[src/rtl/kianv_muldiv_unit.sv]
// rtl/kianv_muldiv_unit.sv - shared iterative RV32M/RV64M multiply/divide engine
// Operands are reduced to magnitudes on accept; sign is restored in the FIX cycle.
module kianv_muldiv_unit #(
    parameter int XLEN      = 32,
    parameter int MUL_BPC   = 2,
    parameter int DIV_BPC   = 1,
    parameter bit EARLY_OUT = 1'b1
) (
    input  logic            clk,
    input  logic            reset,
    input  logic            in_valid,
    output logic            in_ready,
    input  logic [2:0]      op,
    input  logic [XLEN-1:0] rs1,
    input  logic [XLEN-1:0] rs2,
    input  logic            flush,
    output logic            out_valid,
    input  logic            out_ready,
    output logic [XLEN-1:0] result,
    output logic            busy
);

    localparam int CW = $clog2(XLEN) + 1;
    localparam logic [CW-1:0] MUL_LAST = CW'(XLEN / MUL_BPC - 1);
    localparam logic [CW-1:0] DIV_LAST = CW'(XLEN / DIV_BPC - 1);
    localparam logic [XLEN-1:0] MIN_INT = {1'b1, {(XLEN-1){1'b0}}};

    typedef enum logic [2:0] {
        S_IDLE,
        S_MUL,
        S_DIV,
        S_FIX,
        S_DONE
    } state_t;

    state_t state, state_next;

    logic            is_div, is_rem, a_signed, b_signed, sa, sb, neg_in;
    logic            div_zero, overflow, mul_zero, corner, accept;
    logic [XLEN-1:0] abs_a, abs_b, corner_val;

    logic [2:0]        op_q;
    logic              neg_q, corner_q;
    logic [XLEN-1:0]   corner_val_q;
    logic [CW-1:0]     iter;
    logic [2*XLEN-1:0] acc, mcand, mul_part, prod_fix;
    logic [XLEN-1:0]   mplier, rem, quo, divisor;
    logic [XLEN:0]     div_r;
    logic [XLEN-1:0]   div_q, div_sel, div_fix, fix_val;

    always_comb begin
        is_div   = op[2];
        is_rem   = op[2] & op[1];
        a_signed = (op == 3'd1) || (op == 3'd2) || (op == 3'd4) || (op == 3'd6);
        b_signed = (op == 3'd1) || (op == 3'd4) || (op == 3'd6);
        sa       = a_signed & rs1[XLEN-1];
        sb       = b_signed & rs2[XLEN-1];
        abs_a    = sa ? -rs1 : rs1;
        abs_b    = sb ? -rs2 : rs2;
        neg_in   = is_rem ? sa : (sa ^ sb);
        div_zero = is_div && (rs2 == '0);
        overflow = is_div && !op[0] && (rs1 == MIN_INT) && (rs2 == '1);
        mul_zero = !is_div && ((rs1 == '0) || (rs2 == '0));
        corner   = div_zero | overflow | mul_zero;
        corner_val = '0;
        if (div_zero) begin
            corner_val = is_rem ? rs1 : '1;
        end else if (overflow) begin
            corner_val = is_rem ? '0 : MIN_INT;
        end
    end

    assign accept    = (state == S_IDLE) && in_valid && !flush;
    assign in_ready  = (state == S_IDLE);
    assign out_valid = (state == S_DONE);
    assign busy      = (state == S_MUL) || (state == S_DIV) || (state == S_DONE);

    always_ff @(posedge clk or posedge reset) begin
        if (reset) begin
            state <= S_IDLE;
        end else begin
            state <= state_next;
        end
    end

    always_comb begin
        state_next = state;
        case (state)
            S_IDLE: begin
                if (accept) begin
                    if (corner && EARLY_OUT) begin
                        state_next = S_FIX;
                    end else begin
                        state_next = is_div ? S_DIV : S_MUL;
                    end
                end
            end
            S_MUL:   if (iter == '0) state_next = S_FIX;
            S_DIV:   if (iter == '0) state_next = S_FIX;
            S_FIX:   state_next = S_DONE;
            S_DONE:  if (out_ready) state_next = S_IDLE;
            default: state_next = S_IDLE;
        endcase
        if (flush) begin
            state_next = S_IDLE;
        end
    end

    assign mul_part = mcand * {{(2*XLEN-MUL_BPC){1'b0}}, mplier[MUL_BPC-1:0]};

    // Restoring division: each step brings down one dividend bit into the remainder.
    always_comb begin
        div_r = {1'b0, rem};
        div_q = quo;
        for (int i = 0; i < DIV_BPC; i++) begin
            div_r = {div_r[XLEN-1:0], div_q[XLEN-1]};
            div_q = {div_q[XLEN-2:0], 1'b0};
            if (div_r >= {1'b0, divisor}) begin
                div_r    = div_r - {1'b0, divisor};
                div_q[0] = 1'b1;
            end
        end
    end

    always_comb begin
        prod_fix = neg_q ? -acc : acc;
        div_sel  = op_q[1] ? rem : quo;
        div_fix  = neg_q ? -div_sel : div_sel;
        if (corner_q) begin
            fix_val = corner_val_q;
        end else if (op_q[2]) begin
            fix_val = div_fix;
        end else if (op_q == 3'd0) begin
            fix_val = prod_fix[XLEN-1:0];
        end else begin
            fix_val = prod_fix[2*XLEN-1:XLEN];
        end
    end

    always_ff @(posedge clk or posedge reset) begin
        if (reset) begin
            op_q         <= '0;
            neg_q        <= 1'b0;
            corner_q     <= 1'b0;
            corner_val_q <= '0;
            iter         <= '0;
            acc          <= '0;
            mcand        <= '0;
            mplier       <= '0;
            rem          <= '0;
            quo          <= '0;
            divisor      <= '0;
            result       <= '0;
        end else begin
            case (state)
                S_IDLE: begin
                    if (accept) begin
                        op_q         <= op;
                        neg_q        <= neg_in;
                        corner_q     <= corner;
                        corner_val_q <= corner_val;
                        iter         <= is_div ? DIV_LAST : MUL_LAST;
                        acc          <= '0;
                        mcand        <= {{XLEN{1'b0}}, abs_a};
                        mplier       <= abs_b;
                        rem          <= '0;
                        quo          <= abs_a;
                        divisor      <= abs_b;
                    end
                end
                S_MUL: begin
                    acc    <= acc + mul_part;
                    mcand  <= mcand << MUL_BPC;
                    mplier <= mplier >> MUL_BPC;
                    iter   <= iter - 1'b1;
                end
                S_DIV: begin
                    rem  <= div_r[XLEN-1:0];
                    quo  <= div_q;
                    iter <= iter - 1'b1;
                end
                S_FIX: begin
                    result <= fix_val;
                end
                default: begin
                end
            endcase
        end
    end

endmodule

[config.mk]
export PLATFORM = sky130hd
export DESIGN_NAME = kianv_muldiv_unit
export DESIGN_NICKNAME = d
export VERILOG_FILES = /design/src/rtl/kianv_muldiv_unit.sv
export SDC_FILE = /design/constraint.sdc
export NUM_CORES = 1
export LEC_CHECK = 0
export BUFFER_PORTS_ARGS = -buffer_cell sky130_fd_sc_hd__buf_2
export CAP_MARGIN = 20
export CORE_ASPECT_RATIO = 0.5
export CORE_MARGIN = 4
export CORE_UTILIZATION = 35
export DETAILED_ROUTE_END_ITERATION = 7
export GPL_ROUTABILITY_DRIVEN = 0
export PLACE_DENSITY = 0.6
export SLEW_MARGIN = 20
export SYNTH_ARGS = -nofsm -noshare
export SYNTH_HDL_FRONTEND = slang
export SYNTH_SLANG_ARGS = --single-unit
[constraint.sdc]
create_clock -name clk -period 36.8 [get_ports clk]
set_input_delay 7.36 -clock clk [delete_from_list [all_inputs] [get_ports clk]]
set_output_delay 7.36 -clock clk [all_outputs]
set_load 0.1 [all_outputs]
==> metrics.txt <==
P_sw=between 1000 and 1500 uW; largest cells by area after synthesis=dfrtp_1, nand2_1, fa_1; post-synthesis sequential area ratio=about 32%; Post-Synth Simple-Gate Area=about a fifth; CP max stage delay=about 0.50 ns; Sequential Power Share=between 20% and 30%; fin worst setup slack=26.54 ns; htree depth=2; mux contribution to synthesized area=around 1.9%; WP buf/inv=3; Critical Path Fanout Max=32; Slew headroom=~26%; Clock Skew=0.0335 ns; RSZ-0062 raised after global routing=no; top-count cell post-synth=nand2_1; compound-cell area share of the yosys netlist=22.3%; Net Count, Synth=around 3500; WHS Path Cells=2; I/O Buffers=~110; adder-cell area share of the yosys netlist=9.84%; initial DRC count=approximately 2400; syn avg cell area=~8.0 um2; Reg area=between 8000 and 9000 um2; Total GRT Usage=approximately 22%; vias in the first global route=~23000; cells along the critical path=buf_2 > inv_1 > ha_1 > or3b_1 > or4_1 > nand2b_1 > nand2b_1 > nor2b_2 > nand2_1 > nor4_2 > and3_1 > buf_4 > o21ai_1 > nand2_1; Worst-Skew Late Latency=0.58 ns; Root Driver=clkbuf_16; status=finished, final reports clean; Post-Route WL=88200 um; most frequent cells after synthesis=nand2_1, dfrtp_1, inv_1; pre-CTS WS=26.01 ns; Final HPWL DP=about 65000 um; CP Launch Type=input pin; via count=24200; Required @ worst endpoint=~37 ns; largest family of logic cells by synthesized area=compound AO/OA/AOI/OAI gates; die area=about 79000 um2; grt total ovfl=0; post-synthesis xor/xnor area fraction=7.68%; DRT Pass-1 Iters=6; largest net degree at the start of global routing=between 100 and 150; Horiz. Die Dim=approximately 400 um; layout cell share with drive strength beyond 1=7.46%; DRC=0; fmax=roughly 100 MHz; Hold Crit Class=flop to flop; ANT cells=0; first-pass GRT wire length=138000 um; element type at the critical path end=flop; Power Dens Cells=around 91 nW/um2; # rows=70; fin crit period=slightly above 10 ns; Primary FF master, synth=dfrtp_1; distinct cell type count after synthesis=86; CTS Buf Count=38; Post-DRT Antenna Nets=0; final setup fails=0; Leak=approximately 0.013 uW; total negative slack=0 ns; Post-CTS Repair Setup Buffers=0; Multi-input gate area=roughly 16000 um2; Yosys warnings=0; initial cell density of the core=a little over a third; synthesized flop and latch total=334; fin util=approximately two fifths; top-area cell type share of the netlist area=~32%; final-layout fill cell count=about 7500; cell count after synthesis=3251; post-CTS resize count=0; Final period util=around 28%; Max-cap violations=0; crit path max-delay cell type=or4_1; clk slew on worst S/H paths=roughly 0.060 ns; Clk pwr share=around 15%; Setup Crit Path Kind=input pin to flop; Post-CTS Hold Buffers=0; number of synthesized flops with an enable pin=0; area delta synth->final=9.98%; internal power=~1200 uW; WL per Instance=around 21 um; final hold vios=0; VDD IR max=approximately 0.000068 V; # nets final=about 3500; sw frac=approximately 53%; initial antenna violation count=0; worst path arrival time=between 10 and 15 ns; Post-Syn Area=~26000 um2; # clock sinks=between 300 and 400; worst-margin pin slew=between 1 and 1.5 ns; core outline area=73300 um2; IO Pins=107; Die H=201 um; delay-heaviest family, CP=simple AND/OR/NAND/NOR gates; Max Slew Vio Count=0; Combinational Power Share=59.6%; asr flop ratio synth=100%; FF-to-FF path depth=15; cell taking the most area after synthesis=dfrtp_1; critical path depth=14; TritonCTS clock tree=built; drt via density=around 5.7; deepest clock path buffer count=3
-- stage by stage --
stage                     instance area, um2  cells  power (uW)  hold WS (ns)
after floorplan                        26000   3251        1740         0.431
after global placement                 27300   4176        2170         0.447
after detailed placement               27300   4176        2190         0.450
after CTS                              28500   4242        2590         0.463
after global routing                   28600   4244        2780         0.483
final                                  28600   4244        2600         0.459
-- flip-flops by register name (all words and copies together), names as in the netlist --
signal,flops
corner_val_q,32
divisor,32
mplier,32
result,32
neg_q,1
rem,32
iter,6
acc,64
quo,32
mcand,64
op_q,3
corner_q,1
state,3
-- cell type report --
class / count / share of cell area, %
sequential: 334 / 29.3
timing repair buffer: 141 / 2.89
inverter: 251 / 3.32
multi-input combinational: 2480 / 56.0
clock buffer: 55 / 3.93
tap: 972 / 4.25
clock inverter: 11 / 0.398
-- tightest hold or removal path, delay by kind of cell, from the launching register on --
kind | cells | cell delay [ns]
DFF | 1 | 0.33
and+or+nand+nor | 2 | 0.10
-- cell usage in the layout (no fill, tap or decap), types with 44 or more instances in the layout --
cell / netlist / layout
xnor2_1: 138 / 138
nand3_1: 112 / 112
nor2_1: 202 / 201
dfrtp_1: 334 / 329
nand2_1: 517 / 516
mux2i_1: 46 / 46
inv_1: 249 / 248
a221o_1: 49 / 49
buf_2: 12 / 106
nor3_1: 54 / 52
o21ai_0: 198 / 198
ha_1: 102 / 102
fa_1: 64 / 64
a21oi_1: 221 / 221
o21ai_1: 117 / 117
a21o_1: 55 / 55
o31ai_1: 44 / 44
xor2_1: 90 / 90
-- worst paths after layout --
| path | startpoint | end | slack, ns |
|---|---|---|---|
| min in group asynchronous | reset | corner_val_q[11] | 6.86 |
| hold reg to reg | corner_val_q[1] | corner_val_q[1] | 0.46 |
| setup / recovery | rs2[0] | corner_val_q[4] | 26.54 |
| max in group asynchronous | reset | neg_q | 27.69 |
| hold / removal | corner_val_q[1] | corner_val_q[1] | 0.46 |
| setup reg to reg | mplier[1] | acc[61] | 31.45 |
-- cells by family (layout without fill, tap and decap cells) --
kind of cell / after synthesis / in the layout
mux: 49 / 49
xor+xnor: 228 / 228
compound gates: 919 / 919
simple gates: 1118 / 1118
flops: 334 / 334
fa+ha+maj: 166 / 166
buf+inv: 437 / 458
-- layer usage --
| metal | up-vias | track usage, % | share of wire, % |
|---|---|---|---|
| li1 | 11400 | - | - |
| met3 | 137 | 3.52 | 7.6 |
| met1 | 11800 | 30.9 | 45 |
| met4 | 0 | 6.60 | 3.1 |
| met5 | - | 0 | 0 |
| met2 | 902 | 33.7 | 44 |
-- power by group through the flow --
stage | Combinational (uW) | Clock [uW] | Sequential [uW]
2_1_floorplan | 1040 | 0 | 704
6_report | 1550 | 390 | 662
3_3_place_gp | 1500 | 0 | 662
3_5_place_dp | 1520 | 0 | 665
5_1_grt | 1690 | 414 | 679
4_1_cts | 1530 | 399 | 659
(Power assumes the default switching activity.)
